$ cat src/rtl/msg_len_accum.sv
// rtl/msg_len_accum.sv - per-message byte length accumulator with completed-length FIFO
//
// Sums per-beat byte counts into a whole-message length, closes the message on
// the last beat and queues {length, saturated} entries for a valid/ready consumer.
//
// Ports:
//   clk           clock, all logic on rising edge
//   rst           asynchronous active-low reset
//   beat_valid    beat strobe; beat_last/beat_len valid this cycle
//   beat_last     beat closes the open message
//   beat_len      bytes carried by this beat
//   m_len_tvalid  FIFO head valid
//   m_len_tready  consumer accepts head
//   m_len_tdata   completed message length (registered from FIFO storage)
//   m_len_tsat    head entry's length saturated
//   in_msg        a non-last beat has been accumulated for the open message
//   fifo_level    entries held
//   drop_cnt      messages dropped on a full FIFO, saturating
//   sat_err       sticky: some message saturated
//   clr_err       synchronous clear of sat_err and drop_cnt
module msg_len_accum #(
    parameter int NUM_COUNT_BITS = 16,
    parameter int LEN_WIDTH      = 32,
    parameter int FIFO_DEPTH     = 4,
    parameter int DROP_CNT_BITS  = 8
) (
    input  logic                          clk,
    input  logic                          rst,
    input  logic                          beat_valid,
    input  logic                          beat_last,
    input  logic [NUM_COUNT_BITS-1:0]     beat_len,
    output logic                          m_len_tvalid,
    input  logic                          m_len_tready,
    output logic [LEN_WIDTH-1:0]          m_len_tdata,
    output logic                          m_len_tsat,
    output logic                          in_msg,
    output logic [$clog2(FIFO_DEPTH):0]   fifo_level,
    output logic [DROP_CNT_BITS-1:0]      drop_cnt,
    output logic                          sat_err,
    input  logic                          clr_err
);

    localparam int PW = $clog2(FIFO_DEPTH);
    localparam logic [PW:0]              LVL_FULL = (PW+1)'(FIFO_DEPTH);
    localparam logic [PW:0]              LVL_ONE  = (PW+1)'(1);
    localparam logic [PW-1:0]            PTR_ONE  = PW'(1);
    localparam logic [DROP_CNT_BITS-1:0] DROP_ONE = DROP_CNT_BITS'(1);

    logic [LEN_WIDTH-1:0] acc;
    logic                 acc_sat;

    logic [LEN_WIDTH-1:0] mem_len [FIFO_DEPTH];
    logic                 mem_sat [FIFO_DEPTH];
    logic [PW-1:0]        wr_ptr;
    logic [PW-1:0]        rd_ptr;

    logic [LEN_WIDTH:0]   sum_wide;
    logic                 sum_sat;
    logic [LEN_WIDTH-1:0] sum_len;
    logic                 push;
    logic                 pop;
    logic                 push_ok;
    logic                 drop;
    logic [PW:0]          level_next;
    logic [PW-1:0]        head_ptr_next;
    logic                 bypass;
    logic [LEN_WIDTH-1:0] head_len_next;
    logic                 head_sat_next;

    always_comb begin
        sum_wide = {1'b0, acc} + (LEN_WIDTH+1)'(beat_len);
        // Once a message has saturated it stays pinned at all-ones until it closes.
        sum_sat  = sum_wide[LEN_WIDTH] | acc_sat;
        sum_len  = sum_sat ? '1 : sum_wide[LEN_WIDTH-1:0];
    end

    assign m_len_tvalid = (fifo_level != '0);

    always_comb begin
        push    = beat_valid & beat_last;
        pop     = m_len_tvalid & m_len_tready;
        // A pop frees a slot in the same cycle, so a full FIFO can still accept.
        push_ok = push & ((fifo_level < LVL_FULL) | pop);
        drop    = push & ~push_ok;

        level_next = fifo_level;
        case ({push_ok, pop})
            2'b10:   level_next = fifo_level + LVL_ONE;
            2'b01:   level_next = fifo_level - LVL_ONE;
            default: level_next = fifo_level;
        endcase

        head_ptr_next = pop ? rd_ptr + PTR_ONE : rd_ptr;
        // The entry being written becomes the head only when nothing older remains;
        // storage is not yet written then, so forward it directly.
        bypass        = push_ok & (head_ptr_next == wr_ptr);
        head_len_next = bypass ? sum_len : mem_len[head_ptr_next];
        head_sat_next = bypass ? sum_sat : mem_sat[head_ptr_next];
    end

    always_ff @(posedge clk) begin
        if (push_ok) begin
            mem_len[wr_ptr] <= sum_len;
            mem_sat[wr_ptr] <= sum_sat;
        end
    end

    always_ff @(posedge clk or negedge rst) begin
        if (!rst) begin
            acc     <= '0;
            acc_sat <= 1'b0;
            in_msg  <= 1'b0;
        end else if (beat_valid) begin
            if (beat_last) begin
                acc     <= '0;
                acc_sat <= 1'b0;
                in_msg  <= 1'b0;
            end else begin
                acc     <= sum_len;
                acc_sat <= sum_sat;
                in_msg  <= 1'b1;
            end
        end
    end

    always_ff @(posedge clk or negedge rst) begin
        if (!rst) begin
            wr_ptr      <= '0;
            rd_ptr      <= '0;
            fifo_level  <= '0;
            m_len_tdata <= '0;
            m_len_tsat  <= 1'b0;
        end else begin
            if (push_ok) begin
                wr_ptr <= wr_ptr + PTR_ONE;
            end
            if (pop) begin
                rd_ptr <= rd_ptr + PTR_ONE;
            end
            fifo_level <= level_next;
            // Output holds its last value when the FIFO goes empty.
            if (level_next != '0) begin
                m_len_tdata <= head_len_next;
                m_len_tsat  <= head_sat_next;
            end
        end
    end

    // Set/increment takes priority over a simultaneous clear.
    always_ff @(posedge clk or negedge rst) begin
        if (!rst) begin
            drop_cnt <= '0;
            sat_err  <= 1'b0;
        end else begin
            if (drop) begin
                if (clr_err) begin
                    drop_cnt <= DROP_ONE;
                end else if (drop_cnt != '1) begin
                    drop_cnt <= drop_cnt + DROP_ONE;
                end
            end else if (clr_err) begin
                drop_cnt <= '0;
            end

            if (push & sum_sat) begin
                sat_err <= 1'b1;
            end else if (clr_err) begin
                sat_err <= 1'b0;
            end
        end
    end

endmodule

$ cat config.mk
export PLATFORM = sky130hd
export DESIGN_NAME = msg_len_accum
export DESIGN_NICKNAME = d
export VERILOG_FILES = /design/src/rtl/msg_len_accum.sv
export SDC_FILE = /design/constraint.sdc
export NUM_CORES = 1
export LEC_CHECK = 0
export ABC_AREA = 1
export ABC_CLOCK_PERIOD_IN_PS = 2700
export CAP_MARGIN = 15
export CORE_AREA = 8 8 173 175
export CTS_BUF_LIST = sky130_fd_sc_hd__clkbuf_4 sky130_fd_sc_hd__clkbuf_8
export CTS_CLUSTER_SIZE = 40
export DETAILED_ROUTE_END_ITERATION = 16
export DIE_AREA = 0 0 181 183
export GPL_TIMING_DRIVEN = 0
export PLACE_DENSITY = 0.62
export SLEW_MARGIN = 20
export SYNTH_ARGS = -nofsm -noshare
export SYNTH_HDL_FRONTEND = slang
export SYNTH_SLANG_ARGS = --single-unit
$ cat constraint.sdc
create_clock -name clk -period 2.7 [get_ports clk]
set_clock_uncertainty 0.1 [all_clocks]
set_input_delay 0.27 -clock clk [delete_from_list [all_inputs] [get_ports clk]]
set_output_delay 0.27 -clock clk [all_outputs]
set_load 0.05 [all_outputs]
==> flow_results.xml, run 1 <==
<?xml version="1.0" encoding="UTF-8"?>
<metrics>
  <group name="outcome">
    <metric name="run_status" unit="">finished, final reports clean</metric>
  </group>
  <group name="cts">
    <metric name="cts-buffers-inserted" unit="">37</metric>
    <metric name="clock_tree_from_tritoncts" unit="">built</metric>
    <metric name="htree_levels" unit="">2</metric>
    <metric name="clkTransAtPathRegs" unit="ps">70</metric>
    <metric name="clock_insertion_delay_at_the_later_pin_of_the_skew_report" unit="ps">530</metric>
    <metric name="clk_root_buffer_cell" unit="">clkbuf_8</metric>
    <metric name="clkSinkCount" unit="">215</metric>
    <metric name="clk_path_buf_depth" unit="">3</metric>
  </group>
  <group name="detailed_routing">
    <metric name="vias_per_cell" unit="">4.95</metric>
    <metric name="drt-initial-drc-count" unit="">619</metric>
    <metric name="vias" unit="">8830</metric>
    <metric name="drc_errors" unit="">0</metric>
    <metric name="avgRoutedWirePerCell" unit="um">17.0</metric>
    <metric name="final_antenna_net_count" unit="">0</metric>
    <metric name="drt_total_wl" unit="um">30400</metric>
    <metric name="first_pass_iters" unit="">6</metric>
  </group>
  <group name="power_and_ir_drop">
    <metric name="switchingPower" unit="mW">7.17</metric>
    <metric name="p_sw_share" unit="%">45.0</metric>
    <metric name="internal_power" unit="mW">8.76</metric>
    <metric name="power.density_cell_area" unit="nW/um2">1190</metric>
    <metric name="combinationalPowerShare" unit="%">51.3</metric>
    <metric name="p_leak" unit="nW">6.07</metric>
    <metric name="power.ir.vdd_worst" unit="mV">0.387</metric>
    <metric name="sequentialPowerShare" unit="%">29.9</metric>
    <metric name="clkPwrFrac" unit="%">18.8</metric>
    <metric name="p_total" unit="mW">15.9</metric>
  </group>
  <group name="final_layout">
    <metric name="final_cells" unit="">1784</metric>
    <metric name="diodes" unit="">0</metric>
    <metric name="relative_area_change_from_synthesis_to_final_layout" unit="%">22.1</metric>
    <metric name="sequential_cell_area_in_the_final_layout" unit="um2">6040</metric>
    <metric name="multi_input_area" unit="um2">4260</metric>
    <metric name="number_of_filler_cells_placed_in_the_layout" unit="">2607</metric>
    <metric name="post_route_cells_drive_above_1_share" unit="%">12.7</metric>
    <metric name="finalInstanceArea" unit="um2">13400</metric>
    <metric name="final_nets" unit="">1456</metric>
  </group>
  <group name="yosys">
    <metric name="synthCells" unit="">1286</metric>
    <metric name="proportion_of_register_bits_with_asynchronous_set_or_reset_after_synthesis" unit="%">38.6</metric>
    <metric name="area_share_of_the_largest_cell_type_after_synthesis" unit="%">36.2</metric>
    <metric name="synth.area.top_cells" unit="">edfxtp_1 (36%), dfrtp_1 (19%), nand2_1 (15%)</metric>
    <metric name="share_of_the_yosys_chip_area_belonging_to_registers" unit="%">55.2</metric>
    <metric name="post_synth_num_cell_types" unit="">37</metric>
    <metric name="synth_enable_flop_cells" unit="">132</metric>
    <metric name="netlist_area" unit="um2">10900</metric>
    <metric name="synth_warnings" unit="">0</metric>
    <metric name="ys_ff_latch" unit="">215</metric>
    <metric name="synthesized_netlist_net_count" unit="">1332</metric>
    <metric name="post_synth.cell_area_avg" unit="um2">8.51</metric>
    <metric name="synth_largest_area_cell" unit="">edfxtp_1</metric>
    <metric name="dominantRegCellSynth" unit="">edfxtp_1</metric>
  </group>
  <group name="sta">
    <metric name="worst_slew_pin_slew" unit="ps">750</metric>
    <metric name="clock.fmax" unit="MHz">387</metric>
    <metric name="fin_hold_ws" unit="ps">37.3</metric>
    <metric name="finalHoldViolations" unit="">0</metric>
    <metric name="post-route-period-util" unit="%">95.8</metric>
    <metric name="setup_tns" unit="ps">0</metric>
    <metric name="max_slew_margin" unit="%">49.8</metric>
    <metric name="finalWorstPathRequiredPeriod" unit="ps">2590</metric>
    <metric name="final-max-slew-violation-count" unit="">0</metric>
    <metric name="final-setup-viol-count" unit="">0</metric>
  </group>
  <group name="floorplanning">
    <metric name="placementRows" unit="">61</metric>
    <metric name="chipHeight" unit="um">183</metric>
    <metric name="die-area" unit="um2">33100</metric>
    <metric name="die_width" unit="um">181</metric>
    <metric name="floorplan.initialDensity" unit="%">40.1</metric>
    <metric name="placeableCoreArea" unit="um2">27300</metric>
    <metric name="ios" unit="">69</metric>
  </group>
  <group name="worst_setup_path">
    <metric name="timing.reg2reg.setup_slack" unit="ps">110</metric>
    <metric name="end_kind" unit="">flop</metric>
    <metric name="cp_data_required_time" unit="ps">3010</metric>
    <metric name="crit_type" unit="">flop to flop</metric>
    <metric name="cp_data_arrival_time" unit="ps">2890</metric>
    <metric name="crit_path_max_fanout" unit="">10</metric>
    <metric name="critPathLaunchType" unit="">flop</metric>
  </group>
  <group name="placed_design">
    <metric name="detailed_place.area" unit="um2">12300</metric>
    <metric name="buffers_added_on_ports" unit="">67</metric>
    <metric name="finalWeightedCongestion" unit="">0.913</metric>
    <metric name="placed_cells" unit="">1704</metric>
    <metric name="detailed_place_hpwl" unit="um">22000</metric>
  </group>
  <group name="global_routing">
    <metric name="grt_start_max_net_pins" unit="">71</metric>
    <metric name="globalRouteOverflowTotal" unit="">0</metric>
    <metric name="antenna_found_initial" unit="">0</metric>
    <metric name="grt_pass1_wl" unit="um">47700</metric>
    <metric name="first_global_vias" unit="">8686</metric>
    <metric name="grt.total_usage" unit="%">18.4</metric>
  </group>
  <group name="hold_path">
    <metric name="timing.hold.worst.class" unit="">input port to async pin</metric>
  </group>
  <group name="flow_run">
    <metric name="max_cap_viol_count" unit="">0</metric>
  </group>
</metrics>
cell usage in the layout, fill, tap and decap left out, types with 3 or more instances in the layout:
| cell type | instances |
|---|---|
| clkinv_1 | 4 |
| nand2_1 | 447 |
| buf_12 | 5 |
| or2_2 | 10 |
| o21ai_0 | 40 |
| buf_2 | 18 |
| xnor2_1 | 3 |
| clkbuf_8 | 42 |
| nor2_4 | 13 |
| inv_1 | 167 |
| buf_6 | 3 |
| inv_4 | 3 |
| nand2_4 | 4 |
| clkinvlp_4 | 4 |
| o211ai_1 | 34 |
| dfrtp_2 | 3 |
| nand3_2 | 4 |
| xor2_1 | 15 |
| nor3_1 | 10 |
| clkbuf_4 | 12 |
| nand3_4 | 3 |
| nor2_2 | 8 |
| inv_2 | 7 |
| nor2_1 | 78 |
| nand3_1 | 93 |
| clkdlybuf4s50_1 | 66 |
| nand2_2 | 6 |
| clkbuf_1 | 8 |
| buf_4 | 16 |
| a21oi_1 | 14 |
| clkinv_2 | 7 |
| edfxtp_1 | 132 |
| buf_16 | 4 |
| ha_1 | 21 |
| nand4_1 | 24 |
| or2_1 | 9 |
| dfrtp_1 | 80 |
sequential cells by signal (all words and copies together) (netlist names):
register and flops:
acc 32, acc_sat 1, drop_cnt 8, fifo_level 3, in_msg 1, m_len_tdata 32, m_len_tsat 1, mem_len 128
mem_sat 4, rd_ptr 2, sat_err 1, wr_ptr 2
what timing repair did:
item / 4_1_cts / 5_1_grt
gates resized for setup: 11 / 45
hold buffers: 1 / 0
hold endpoints to repair: 83 / 0
buffers inserted: 4 / 8
endpoints found under the setup margin: 105 / 185
pin swaps: 1 / 6
power by group through the flow:
stage / sequential (mW) / clock [mW] / combinational [mW]
2_1_floorplan: 5.76 / 0 / 4.27
3_3_place_gp: 4.83 / 0 / 7.59
3_5_place_dp: 4.83 / 0 / 7.79
4_1_cts: 4.76 / 3.07 / 7.92
5_1_grt: 4.84 / 3.22 / 8.99
6_report: 4.76 / 3.00 / 8.17
cell usage after synthesis, types with 2 or more instances:
cell type	instances
a21oi_1	14
a21oi_2	2
and2_1	2
buf_2	19
buf_4	3
buf_6	2
clkbuf_1	15
clkinv_1	2
dfrtp_1	83
edfxtp_1	132
fa_1	2
ha_1	22
inv_1	171
inv_2	6
nand2_1	451
nand2_2	5
nand3_1	99
nand4_1	24
nor2_1	98
nor3_1	10
o211ai_1	34
o21ai_0	41
o21ai_1	2
or2_1	9
or2_2	10
xnor2_1	3
xor2_1	15
worst paths after layout:
check,startpoint,endpoint,cells after the start
min in group clk,beat_valid,in_msg,3
worst max register to register,fifo_level[0],m_len_tdata[23],16
worst min register to register,m_len_tdata[18],m_len_tdata[18],2
worst min-delay path,rst,m_len_tdata[9],2
max in group asynchronous,rst,m_len_tdata[27],3
worst max-delay path,fifo_level[0],m_len_tdata[23],16
cell type report:
cell class / count / area share (%)
Sequential cell: 215 / 45.2
Tap cell: 346 / 3.24
Buffer: 40 / 2.05
Multi-Input combinational cell: 852 / 31.9
Clock buffer: 52 / 4.88
Inverter: 179 / 5.14
Timing Repair Buffer: 85 / 6.84
Clock inverter: 15 / 0.795
logic make-up after synthesis:
family	after synthesis	share of synthesized area, %
fa+ha+maj	24	2.88
flops	215	55.2
buf+inv	219	7.97
compound gates	98	5.49
simple gates	712	27.1
xor+xnor	18	1.44
per-stage QoR:
stage | utilization [%] | setup WS [ps]
3_3_place_gp | 44.5 | -2560
6_report | 48.9 | 114
4_1_cts | 48.1 | -68.9
3_5_place_dp | 45.1 | -574
5_1_grt | 48.9 | -26.2
2_1_floorplan | - | -60.5
critical path, stage by stage (launching register included):
cell,delay [ps]
dfrtp_2,430
inv_4,80
nand3_4,100
nand2_4,100
a21oi_4,70
inv_4,60
ha_4,110
inv_2,40
fa_2,520
o21ai_2,70
nor2_2,130
nand3_4,160
inv_8,130
buf_12,140
nor2_1,50
nand2_1,100
nand2_1,60
per-layer routing:
layer	up-vias	GRT usage, %	routed length, um
li1	4413	-	-
met1	4102	24.0	13400
met2	258	30.3	14100
met3	57	3.54	2050
met4	0	6.66	879
met5	-	0	0
Note: power is estimated with default switching activity, not from simulation.
==> inputs of run 2 (changes only) <==
SLEW_MARGIN = unset   (was 20)
==> flow_results.xml, run 2 (synthesis results as in run 1) <==
<?xml version="1.0" encoding="UTF-8"?>
<metrics>
  <group name="outcome">
    <metric name="run_status" unit="">finished, final reports clean</metric>
  </group>
  <group name="cts">
    <metric name="clk_path_buf_depth" unit="">3</metric>
    <metric name="clock_tree_from_tritoncts" unit="">built</metric>
    <metric name="htree_levels" unit="">2</metric>
    <metric name="clkSinkCount" unit="">215</metric>
    <metric name="cts-buffers-inserted" unit="">38</metric>
    <metric name="clk_root_buffer_cell" unit="">clkbuf_8</metric>
    <metric name="clkTransAtPathRegs" unit="ps">70</metric>
    <metric name="clock_insertion_delay_at_the_later_pin_of_the_skew_report" unit="ps">530</metric>
  </group>
  <group name="placed_design">
    <metric name="buffers_added_on_ports" unit="">67</metric>
    <metric name="finalWeightedCongestion" unit="">0.913</metric>
    <metric name="placed_cells" unit="">1704</metric>
    <metric name="detailed_place_hpwl" unit="um">22100</metric>
    <metric name="dpl_worst_slack" unit="ps">-618</metric>
  </group>
  <group name="sta">
    <metric name="final_critical_path_setup_slack" unit="ps">135</metric>
    <metric name="final-setup-viol-count" unit="">0</metric>
    <metric name="unrepaired_setup_endpoints_after_global_routing" unit="">true</metric>
    <metric name="worst_slew_pin_slew" unit="ps">719</metric>
    <metric name="fin_hold_ws" unit="ps">50.7</metric>
    <metric name="max_slew_margin" unit="%">51.9</metric>
    <metric name="post-route-period-util" unit="%">95.0</metric>
    <metric name="finalHoldViolations" unit="">0</metric>
    <metric name="finalWorstPathRequiredPeriod" unit="ps">2570</metric>
    <metric name="final-max-slew-violation-count" unit="">0</metric>
    <metric name="setup_tns" unit="ps">0</metric>
    <metric name="clock.fmax" unit="MHz">390</metric>
  </group>
  <group name="power_and_ir_drop">
    <metric name="p_leak" unit="nW">6.07</metric>
    <metric name="power.density_cell_area" unit="nW/um2">1200</metric>
    <metric name="power.ir.vdd_worst" unit="mV">0.506</metric>
    <metric name="p_total" unit="mW">15.9</metric>
  </group>
  <group name="global_routing">
    <metric name="grt_start_max_net_pins" unit="">52</metric>
    <metric name="grt_pass1_wl" unit="um">47700</metric>
    <metric name="grt.total_usage" unit="%">18.4</metric>
    <metric name="globalRouteOverflowTotal" unit="">0</metric>
    <metric name="antenna_found_initial" unit="">0</metric>
    <metric name="first_global_vias" unit="">8509</metric>
  </group>
  <group name="detailed_routing">
    <metric name="final_antenna_net_count" unit="">0</metric>
    <metric name="vias_per_cell" unit="">4.99</metric>
    <metric name="avgRoutedWirePerCell" unit="um">17.2</metric>
    <metric name="first_pass_iters" unit="">5</metric>
    <metric name="drt-initial-drc-count" unit="">647</metric>
    <metric name="drt_total_wl" unit="um">30600</metric>
    <metric name="top_layer_used" unit="">met4</metric>
    <metric name="drc_errors" unit="">0</metric>
    <metric name="vias" unit="">8889</metric>
    <metric name="detailroute.wirelength.met3" unit="um">1740</metric>
    <metric name="detail_route.wirelength.met1" unit="um">13800</metric>
    <metric name="routed-wl-met2" unit="um">14400</metric>
  </group>
  <group name="final_layout">
    <metric name="largest_reg_flops" unit="">128</metric>
    <metric name="final_nets" unit="">1452</metric>
    <metric name="reg.largest.list" unit="">mem_len: 128 flops, acc: 32 flops, m_len_tdata: 32 flops</metric>
    <metric name="leading_cell_types_in_the_layout_fill_and_taps_excluded" unit="">nand2_1 (446), inv_1 (167), edfxtp_1 (132)</metric>
    <metric name="relative_area_change_from_synthesis_to_final_layout" unit="%">21.8</metric>
    <metric name="number_of_filler_cells_placed_in_the_layout" unit="">2617</metric>
    <metric name="final_cells" unit="">1782</metric>
    <metric name="layout_commonest_cell" unit="">nand2_1</metric>
    <metric name="diodes" unit="">0</metric>
    <metric name="post_route_cells_drive_above_1_share" unit="%">12.7</metric>
    <metric name="regMostFlops" unit="">mem_len</metric>
  </group>
  <group name="floorplanning">
    <metric name="floorplan.initialDensity" unit="%">40.1</metric>
    <metric name="ios" unit="">69</metric>
    <metric name="die-area" unit="um2">33100</metric>
    <metric name="die_width" unit="um">181</metric>
    <metric name="placeableCoreArea" unit="um2">27300</metric>
    <metric name="chipHeight" unit="um">183</metric>
    <metric name="placementRows" unit="">61</metric>
  </group>
  <group name="worst_setup_path">
    <metric name="reg2reg_depth" unit="">13</metric>
    <metric name="end_kind" unit="">flop</metric>
    <metric name="critPathLaunchType" unit="">flop</metric>
    <metric name="crit_path_max_fanout" unit="">13</metric>
    <metric name="timing.rr.end" unit="">mem_len[0][14]</metric>
    <metric name="cp_data_required_time" unit="ps">2880</metric>
    <metric name="crit_type" unit="">flop to flop</metric>
    <metric name="crit_reg_reg_startpoint" unit="">acc[0]</metric>
    <metric name="timing.reg2reg.setup_slack" unit="ps">130</metric>
    <metric name="cp_data_arrival_time" unit="ps">2740</metric>
  </group>
  <group name="hold_path">
    <metric name="hold_end" unit="">in_msg</metric>
    <metric name="timing.hold.worst.class" unit="">input port to flop</metric>
    <metric name="timing.hold.worst.start" unit="">beat_valid</metric>
    <metric name="timing.hold.worst_path_depth" unit="">3</metric>
  </group>
  <group name="flow_run">
    <metric name="max_cap_viol_count" unit="">0</metric>
  </group>
</metrics>
run 2: cell types whose count changed in the layout (fill, tap and decap cells not counted), moves of 2 or more:
cell | previous run | this run
buf_4 | 16 | 12
clkbuf_4 | 12 | 19
clkinv_1 | 4 | 6
clkinv_2 | 7 | 4
clkinvlp_4 | 4 | 1
inv_6 | 0 | 2
nand2_2 | 6 | 8
nand2_4 | 4 | 2
nor2_2 | 8 | 10
run 2: per-layer routing:
metal / up-vias / global-route usage [%]
li1: 4402 / -
met1: 4193 / 24.5
met2: 242 / 30.5
met3: 52 / 3.28
met4: 0 / 5.48
met5: - / 0
run 2: critical path, cell delays in order (launching register included):
cell	delay, ps
dfrtp_1	380
ha_1	210
fa_2	380
nand2_1	70
nand2_1	70
nand3_1	90
nand2_1	100
nand2_1	100
nand2_2	120
nand2_2	140
nand2_8	110
buf_12	180
nor2_4	160
inv_1	110
run 2: area by class of cell:
class                      count  area [um2]  area share [%]
buffer                        40         270            2.03
clock buffer                  57         684            5.13
clock inverter                13        93.8           0.704
inverter                     179         687            5.15
multi-input combinational    852        4260            32.0
sequential                   215        6040            45.3
tap                          346         433            3.25
timing repair buffer          80         861            6.46
run 2: worst max path at each step:
stage	start	end	slack, ps	depth (start not counted)
6_report	acc[0]	mem_len[0][14]	130	13
5_1_grt	acc[0]	acc[29]	-30	13
4_1_cts	acc[0]	mem_len[2][15]	-80	13
3_5_place_dp	beat_len[0]	m_len_tdata[17]	-620	14
3_3_place_gp	rst	fifo_level[2]	-2560	1
2_1_floorplan	fifo_level[0]	m_len_tdata[21]	-60	16
run 2: stage by stage:
step / area (um2) / util (%)
after floorplan: 11100 / -
after CTS: 13100 / 48.1
after detailed placement: 12300 / 45.0
final: 13300 / 48.8
after global placement: 12200 / 44.5
after global routing: 13300 / 48.8
run 2: power by group:
| part | total [mW] | internal, mW | switching (mW) | leakage, nW |
|---|---|---|---|---|
| clock | 3.08 | 1.73 | 1.35 | 0.415 |
| sequential | 4.76 | 4.45 | 0.310 | 2.27 |
| combinational | 8.09 | 2.56 | 5.53 | 3.38 |
run 2: repair_timing:
item                                    in CTS  in global routing
hold buffers                                 1                  0
hold endpoints to repair                    32                  0
endpoints found under the setup margin     100                179
resized for setup                            7                 48
buffers inserted                             4                  3
pin swaps                                    1                  5
